## src/rtl/imm_defs.sv

```systemverilog
// Shared definitions for the immediate generator: RISC-V major opcodes,
// format tag encoding and a funct3 helper for shift-immediate detection.
package imm_defs;

  localparam int unsigned IMM_FMT_W = 3;

  // Major opcodes, inst[6:0]
  localparam logic [6:0] OPC_LOAD        = 7'b0000011;
  localparam logic [6:0] OPC_ARI_ITYPE   = 7'b0010011;
  localparam logic [6:0] OPC_ARI_ITYPE32 = 7'b0011011;
  localparam logic [6:0] OPC_AUIPC       = 7'b0010111;
  localparam logic [6:0] OPC_STORE       = 7'b0100011;
  localparam logic [6:0] OPC_LUI         = 7'b0110111;
  localparam logic [6:0] OPC_BRANCH      = 7'b1100011;
  localparam logic [6:0] OPC_JALR        = 7'b1100111;
  localparam logic [6:0] OPC_JAL         = 7'b1101111;
  localparam logic [6:0] OPC_SYSTEM      = 7'b1110011;

  // Format tags
  localparam logic [IMM_FMT_W-1:0] IMM_FMT_NONE  = 3'd0;
  localparam logic [IMM_FMT_W-1:0] IMM_FMT_I     = 3'd1;
  localparam logic [IMM_FMT_W-1:0] IMM_FMT_S     = 3'd2;
  localparam logic [IMM_FMT_W-1:0] IMM_FMT_B     = 3'd3;
  localparam logic [IMM_FMT_W-1:0] IMM_FMT_J     = 3'd4;
  localparam logic [IMM_FMT_W-1:0] IMM_FMT_U     = 3'd5;
  localparam logic [IMM_FMT_W-1:0] IMM_FMT_CSR   = 3'd6;
  localparam logic [IMM_FMT_W-1:0] IMM_FMT_SHAMT = 3'd7;

  // funct3 of SLLI / SRLI / SRAI (and their -W variants)
  function automatic logic is_shift(input logic [2:0] funct3);
    return (funct3 == 3'b001) || (funct3 == 3'b101);
  endfunction

endpackage

```

## src/rtl/imm_lane_dec.sv

```systemverilog
// Single-lane combinational immediate decoder.
// Ports:
//   inst    - 32-bit instruction
//   lane_en - lane enable; when low the lane decodes to imm=0, fmt=NONE
//   imm     - XLEN-wide immediate
//   fmt     - format tag (IMM_FMT_*)
module imm_lane_dec
  import imm_defs::*;
#(
  parameter int unsigned XLEN = 32
) (
  input  logic [31:0]          inst,
  input  logic                 lane_en,
  output logic [XLEN-1:0]      imm,
  output logic [IMM_FMT_W-1:0] fmt
);

  localparam int unsigned SHAMT_W = $clog2(XLEN);

  logic [6:0]      opc;
  logic [2:0]      funct3;
  logic [XLEN-1:0] sign;

  assign opc    = inst[6:0];
  assign funct3 = inst[14:12];
  assign sign   = {XLEN{inst[31]}};

  // Sign-extended forms start from an all-sign word and overwrite the low bits,
  // which keeps the same code valid for XLEN=32 and XLEN=64.
  always_comb begin
    imm = '0;
    fmt = IMM_FMT_NONE;
    if (lane_en) begin
      case (opc)
        OPC_JALR, OPC_LOAD: begin
          imm       = sign;
          imm[11:0] = inst[31:20];
          fmt       = IMM_FMT_I;
        end
        OPC_ARI_ITYPE: begin
          if (is_shift(funct3)) begin
            imm[SHAMT_W-1:0] = inst[20 +: SHAMT_W];
            fmt              = IMM_FMT_SHAMT;
          end else begin
            imm       = sign;
            imm[11:0] = inst[31:20];
            fmt       = IMM_FMT_I;
          end
        end
        OPC_ARI_ITYPE32: begin
          // -W ops only exist on RV64; on RV32 the opcode is not an immediate form
          if (XLEN == 64) begin
            if (is_shift(funct3)) begin
              imm[4:0] = inst[24:20];
              fmt      = IMM_FMT_SHAMT;
            end else begin
              imm       = sign;
              imm[11:0] = inst[31:20];
              fmt       = IMM_FMT_I;
            end
          end
        end
        OPC_STORE: begin
          imm       = sign;
          imm[11:0] = {inst[31:25], inst[11:7]};
          fmt       = IMM_FMT_S;
        end
        OPC_BRANCH: begin
          imm       = sign;
          imm[12:0] = {inst[31], inst[7], inst[30:25], inst[11:8], 1'b0};
          fmt       = IMM_FMT_B;
        end
        OPC_JAL: begin
          imm       = sign;
          imm[20:0] = {inst[31], inst[19:12], inst[20], inst[30:21], 1'b0};
          fmt       = IMM_FMT_J;
        end
        OPC_LUI, OPC_AUIPC: begin
          imm       = sign;
          imm[31:0] = {inst[31:12], 12'b0};
          fmt       = IMM_FMT_U;
        end
        OPC_SYSTEM: begin
          imm[4:0] = inst[19:15];
          fmt      = IMM_FMT_CSR;
        end
        default: begin
          imm = '0;
          fmt = IMM_FMT_NONE;
        end
      endcase
    end
  end

endmodule

```

## src/rtl/imm_gen_pipe.sv

```systemverilog
// Pipelined multi-lane immediate generator for the ID stage.
// Decodes LANES instructions per beat into a registered output stage backed by
// a one-entry skid buffer, so the consumer can stall without losing beats.
// Ports:
//   clk, rst_n            - clock, asynchronous active-low reset
//   flush                 - synchronous flush, drops all buffered and incoming beats
//   in_valid / in_ready   - input handshake; in_ready is registered
//   in_inst, in_lane_en   - LANES instructions (lane i at [32*i +: 32]) and enables
//   out_valid / out_ready - output handshake
//   out_imm, out_fmt      - per-lane immediate and format tag
//   out_lane_en           - registered copy of in_lane_en
module imm_gen_pipe
  import imm_defs::*;
#(
  parameter int unsigned XLEN  = 32,
  parameter int unsigned LANES = 1
) (
  input  logic                       clk,
  input  logic                       rst_n,
  input  logic                       flush,
  input  logic                       in_valid,
  output logic                       in_ready,
  input  logic [LANES*32-1:0]        in_inst,
  input  logic [LANES-1:0]           in_lane_en,
  output logic                       out_valid,
  input  logic                       out_ready,
  output logic [LANES*XLEN-1:0]      out_imm,
  output logic [LANES*IMM_FMT_W-1:0] out_fmt,
  output logic [LANES-1:0]           out_lane_en
);

  logic [LANES*XLEN-1:0]      dec_imm;
  logic [LANES*IMM_FMT_W-1:0] dec_fmt;

  for (genvar i = 0; i < LANES; i++) begin : g_lane
    imm_lane_dec #(
      .XLEN(XLEN)
    ) u_dec (
      .inst    (in_inst[32*i +: 32]),
      .lane_en (in_lane_en[i]),
      .imm     (dec_imm[XLEN*i +: XLEN]),
      .fmt     (dec_fmt[IMM_FMT_W*i +: IMM_FMT_W])
    );
  end

  logic                       out_valid_q, out_valid_d;
  logic [LANES*XLEN-1:0]      out_imm_q;
  logic [LANES*IMM_FMT_W-1:0] out_fmt_q;
  logic [LANES-1:0]           out_en_q;
  logic                       skid_valid_q, skid_valid_d;
  logic [LANES*XLEN-1:0]      skid_imm_q;
  logic [LANES*IMM_FMT_W-1:0] skid_fmt_q;
  logic [LANES-1:0]           skid_en_q;

  logic accept, out_free;
  logic out_load_dec, out_load_skid, skid_load;

  assign in_ready = !skid_valid_q;
  assign accept   = in_valid && in_ready;
  assign out_free = !out_valid_q || out_ready;

  // in_ready is low whenever skid holds data, so a skid refill and a fresh
  // accept can never compete for the output register.
  always_comb begin
    out_valid_d   = out_valid_q;
    skid_valid_d  = skid_valid_q;
    out_load_dec  = 1'b0;
    out_load_skid = 1'b0;
    skid_load     = 1'b0;
    if (flush) begin
      out_valid_d  = 1'b0;
      skid_valid_d = 1'b0;
    end else if (out_free) begin
      if (skid_valid_q) begin
        out_load_skid = 1'b1;
        out_valid_d   = 1'b1;
        skid_valid_d  = 1'b0;
      end else begin
        out_load_dec = accept;
        out_valid_d  = accept;
      end
    end else if (accept) begin
      skid_load    = 1'b1;
      skid_valid_d = 1'b1;
    end
  end

  always_ff @(posedge clk or negedge rst_n) begin
    if (!rst_n) begin
      out_valid_q  <= 1'b0;
      out_imm_q    <= '0;
      out_fmt_q    <= '0;
      out_en_q     <= '0;
      skid_valid_q <= 1'b0;
      skid_imm_q   <= '0;
      skid_fmt_q   <= '0;
      skid_en_q    <= '0;
    end else begin
      out_valid_q  <= out_valid_d;
      skid_valid_q <= skid_valid_d;
      if (out_load_skid) begin
        out_imm_q <= skid_imm_q;
        out_fmt_q <= skid_fmt_q;
        out_en_q  <= skid_en_q;
      end else if (out_load_dec) begin
        out_imm_q <= dec_imm;
        out_fmt_q <= dec_fmt;
        out_en_q  <= in_lane_en;
      end
      if (skid_load) begin
        skid_imm_q <= dec_imm;
        skid_fmt_q <= dec_fmt;
        skid_en_q  <= in_lane_en;
      end
    end
  end

  assign out_valid   = out_valid_q;
  assign out_imm     = out_imm_q;
  assign out_fmt     = out_fmt_q;
  assign out_lane_en = out_en_q;

endmodule
```

## config.mk

```make
export PLATFORM = sky130hd
export DESIGN_NAME = imm_gen_pipe
export DESIGN_NICKNAME = d
export VERILOG_FILES = /design/src/rtl/imm_defs.sv /design/src/rtl/imm_lane_dec.sv /design/src/rtl/imm_gen_pipe.sv
export SDC_FILE = /design/constraint.sdc
export NUM_CORES = 1
export LEC_CHECK = 0
export BUFFER_PORTS_ARGS = -buffer_cell sky130_fd_sc_hd__buf_2
export CAP_MARGIN = 20
export CELL_PAD_IN_SITES_DETAIL_PLACEMENT = 0
export CELL_PAD_IN_SITES_GLOBAL_PLACEMENT = 1
export CORE_MARGIN = 10
export CORE_UTILIZATION = 41
export CTS_CLUSTER_SIZE = 14
export DETAILED_ROUTE_END_ITERATION = 12
export PLACE_DENSITY_LB_ADDON = 0.1
export SYNTH_ARGS = -nofsm -noshare
export SYNTH_HDL_FRONTEND = slang
export SYNTH_SLANG_ARGS = --single-unit
```

## constraint.sdc

```tcl
create_clock -name clk -period 1.94 [get_ports clk]
set_input_delay 0.194 -clock clk [delete_from_list [all_inputs] [get_ports clk]]
set_output_delay 0.194 -clock clk [all_outputs]
set_load 0.02 [all_outputs]
```

==> run metrics <==
status=finished, final reports clean; Peak VDD IR=0.307 mV; area of placed instances=0.00430 mm²; RSZ-0062 raised after global routing=no; syn_area_per_cell=between 9 and 10 µm²; # DRC=0; worst-margin pin slew=456 ps; all-layer global routing usage=0.180; Synth Flop Type=dfrtp_1; r2r setup slk=between 150 and 200 ps; Vias=3458; first-pass GRT wire length=18900 µm; cell internal pwr=0.00257 W; RR Startpoint=out_valid; DR WL/cell=19.7 µm; vias in the first global route=3437; drt via density=around 5.8; initial antenna violation count=0; Critical Path AT=1980 ps; fmax=571 MHz; sequential cell area=0.00185 mm²; Crit Path Category=register to register; clock buffer depth=2; crit start category=register; worst stage delay on the critical path=500 ps; clk root buf=clkbuf_8; skew final=18.8 ps; Final Instance Count excl. Fillers=596; WHS=between 90 and 100 ps; post-synthesis cell type count=46; post-route ant nets=0; power density over the cells=about 760 mW/mm²; Pre-Repair DR Iteration Count=5; Syn. warnings=0; Reg power frac=0.464; Netlist Area Pre-Place=0.00374 mm²; Buf/Inv on CP=1; FP Rows=34; clock share of power=0.422; Finished Cell Area=0.00455 mm²; hpwl dp=8510 µm; Final Cycle Share=0.902; register area share after synthesis=0.495; Reg2Reg Depth=5; H-tree levels=3; Switch Pwr=0.000883 W; proportion of layout cells with a drive suffix above 1=0.275; critical path, cell by cell=nor2b_1 > or3_1 > buf_4 > a32oi_1 > o31ai_2; Post-Syn Instances=402; Num Clock Sinks=74; end of the critical path=out_imm[25]; setup_tns=0 ps; area of the multi-input gates=~0.0017 mm²; DIE AREA=between 0.01 and 0.015 mm²; slew margin rel.=0.693; CP Depth=5; CTS tree=yes; CP Data Required Time=2170 ps; Final nets=521; GRT overflow=0; Synthesized Nets=440; CTS clk-pin slew, worst paths=roughly 90 ps; DRT iter0 DRCs=216; Hold Crit Class=input port to register; area delta synth->final=21.8%; I/O pin count=76; largest net degree at the start of global routing=34; Critical-path top delay cell=or3_1; Tmin final=1750 ps; Hold Crit Depth=3; EDFF count, synth=0; placed insts=between 500 and 600; Static Leak=2.14 nW; crit path from=out_valid; CP endpoint kind=register; final hold vios=0; Num CTS Buffers=9; PortBufs=75; crit-path max FO=15; max-capacitance violation count=0; reg-to-reg endpoint=out_imm[25]; pins over their slew limit=0; Logic pwr share=0.114; Initial Util=0.424; #FFs+latches synth=74; Top delay family on crit path=simple AND/OR/NAND/NOR gates; utilization after layout=0.517; routability congestion estimate from global placement=slightly above 0.9; highest-count cells in the layout ignoring fill and taps=buf_2, dfrtp_1, nand2_1; clk_lat worst skew=about 340 ps; die width=115 µm; final setup fails=0; Antenna Cells=0; Switching Fraction=0.255; postcts setup bufs=0; final WL=11700 µm; core area=0.00881 mm²; fill count=854; fraction of registers with async set/reset=1.00; Die Y=roughly 120 µm
-- registers in the layout (all words and copies together), names as in the netlist --
signal / cells
skid_en_q: 1
out_lane_en: 1
skid_valid_q: 1
out_valid: 1
skid_fmt_q: 3
out_fmt: 3
skid_imm_q: 32
out_imm: 32
-- worst reg2reg max path, cell delays in order (launching register included) --
cell and delay, ps:
dfrtp_1 390, nor2b_1 160, or3_1 500, buf_4 270, a32oi_1 220, o31ai_2 100
-- power groups by stage --
stage	sequential, W	combinational, W	clock [W]
floorplan	0.00168	0.000155	0
global placement	0.00164	0.000397	0
detailed placement	0.00164	0.000393	0
CTS	0.00161	0.000397	0.00149
global route	0.00161	0.000433	0.00157
finish	0.00160	0.000393	0.00146
-- stage by stage --
stage                     setup WS, ps  total power (W)
after floorplan                    194          0.00183
after global routing              40.4          0.00361
after global placement             142          0.00203
after detailed placement           161          0.00203
after CTS                          151          0.00349
final                              189          0.00346
-- cell usage after synthesis (2+ instances only) --
library cell,number,area [µm²]
dfrtp_1,74,1850
nand2_1,62,233
o21ai_0,45,225
a21oi_1,35,175
nor2_1,25,93.8
a32oi_1,20,175
clkbuf_1,19,71.3
a31oi_1,10,62.6
o31ai_1,10,75.1
o31ai_2,10,125
nor2b_1,8,50.1
nor3_1,8,40.0
or3_1,8,50.1
nand3_1,7,35.0
o21ai_1,7,35.0
and3_1,4,25.0
buf_4,4,30.0
inv_1,4,15.0
buf_2,3,15.0
buf_6,3,33.8
a21o_1,2,15.0
a41oi_1,2,17.5
and3b_1,2,17.5
clkbuf_2,2,10.0
mux2i_1,2,20.0
nand2b_1,2,12.5
nor3b_1,2,15.0
o2111ai_1,2,17.5
o211ai_1,2,15.0
o21ai_2,2,17.5
-- per-layer routing --
layer	part of all wire	GRT usage	wire, µm	vias to the layer above
li1	-	-	-	1640
met1	0.45	0.241	5230	1686
met2	0.48	0.288	5580	125
met3	0.070	0.0341	818	7
met4	0.0081	0.0524	95	0
met5	0	0	0	-
-- worst min path at each step --
stage,start,end,slack (ps)
finish,in_inst[27],skid_imm_q[7],100
global route,in_inst[28],skid_imm_q[8],100
CTS,in_inst[27],skid_imm_q[7],80
detailed placement,rst_n,skid_imm_q[0],150
global placement,rst_n,skid_imm_q[0],150
floorplan,rst_n,out_fmt[0],-100
-- logic make-up after synthesis --
kind of cell / share of synthesized area
buffers and inverters: 0.0469
flip-flops: 0.495
multiplexers: 0.00536
AND/OR/NAND/NOR: 0.166
AO/OA/AOI/OAI: 0.286
-- final cells by class --
class | instances | share of cell area
Inverter | 4 | 0.00330
Timing Repair Buffer | 101 | 0.132
Clock inverter | 6 | 0.0247
Tap cell | 108 | 0.0297
Clock buffer | 10 | 0.0280
Multi-Input combinational cell | 293 | 0.376
Sequential cell | 74 | 0.407
-- what timing repair did --
action	4_1_cts	5_1_grt
resized for setup	0	0
hold endpoints to repair	27	0
hold buffers	1	0
setup endpoints to repair	0	0
Power figures use the tool's default switching activity.
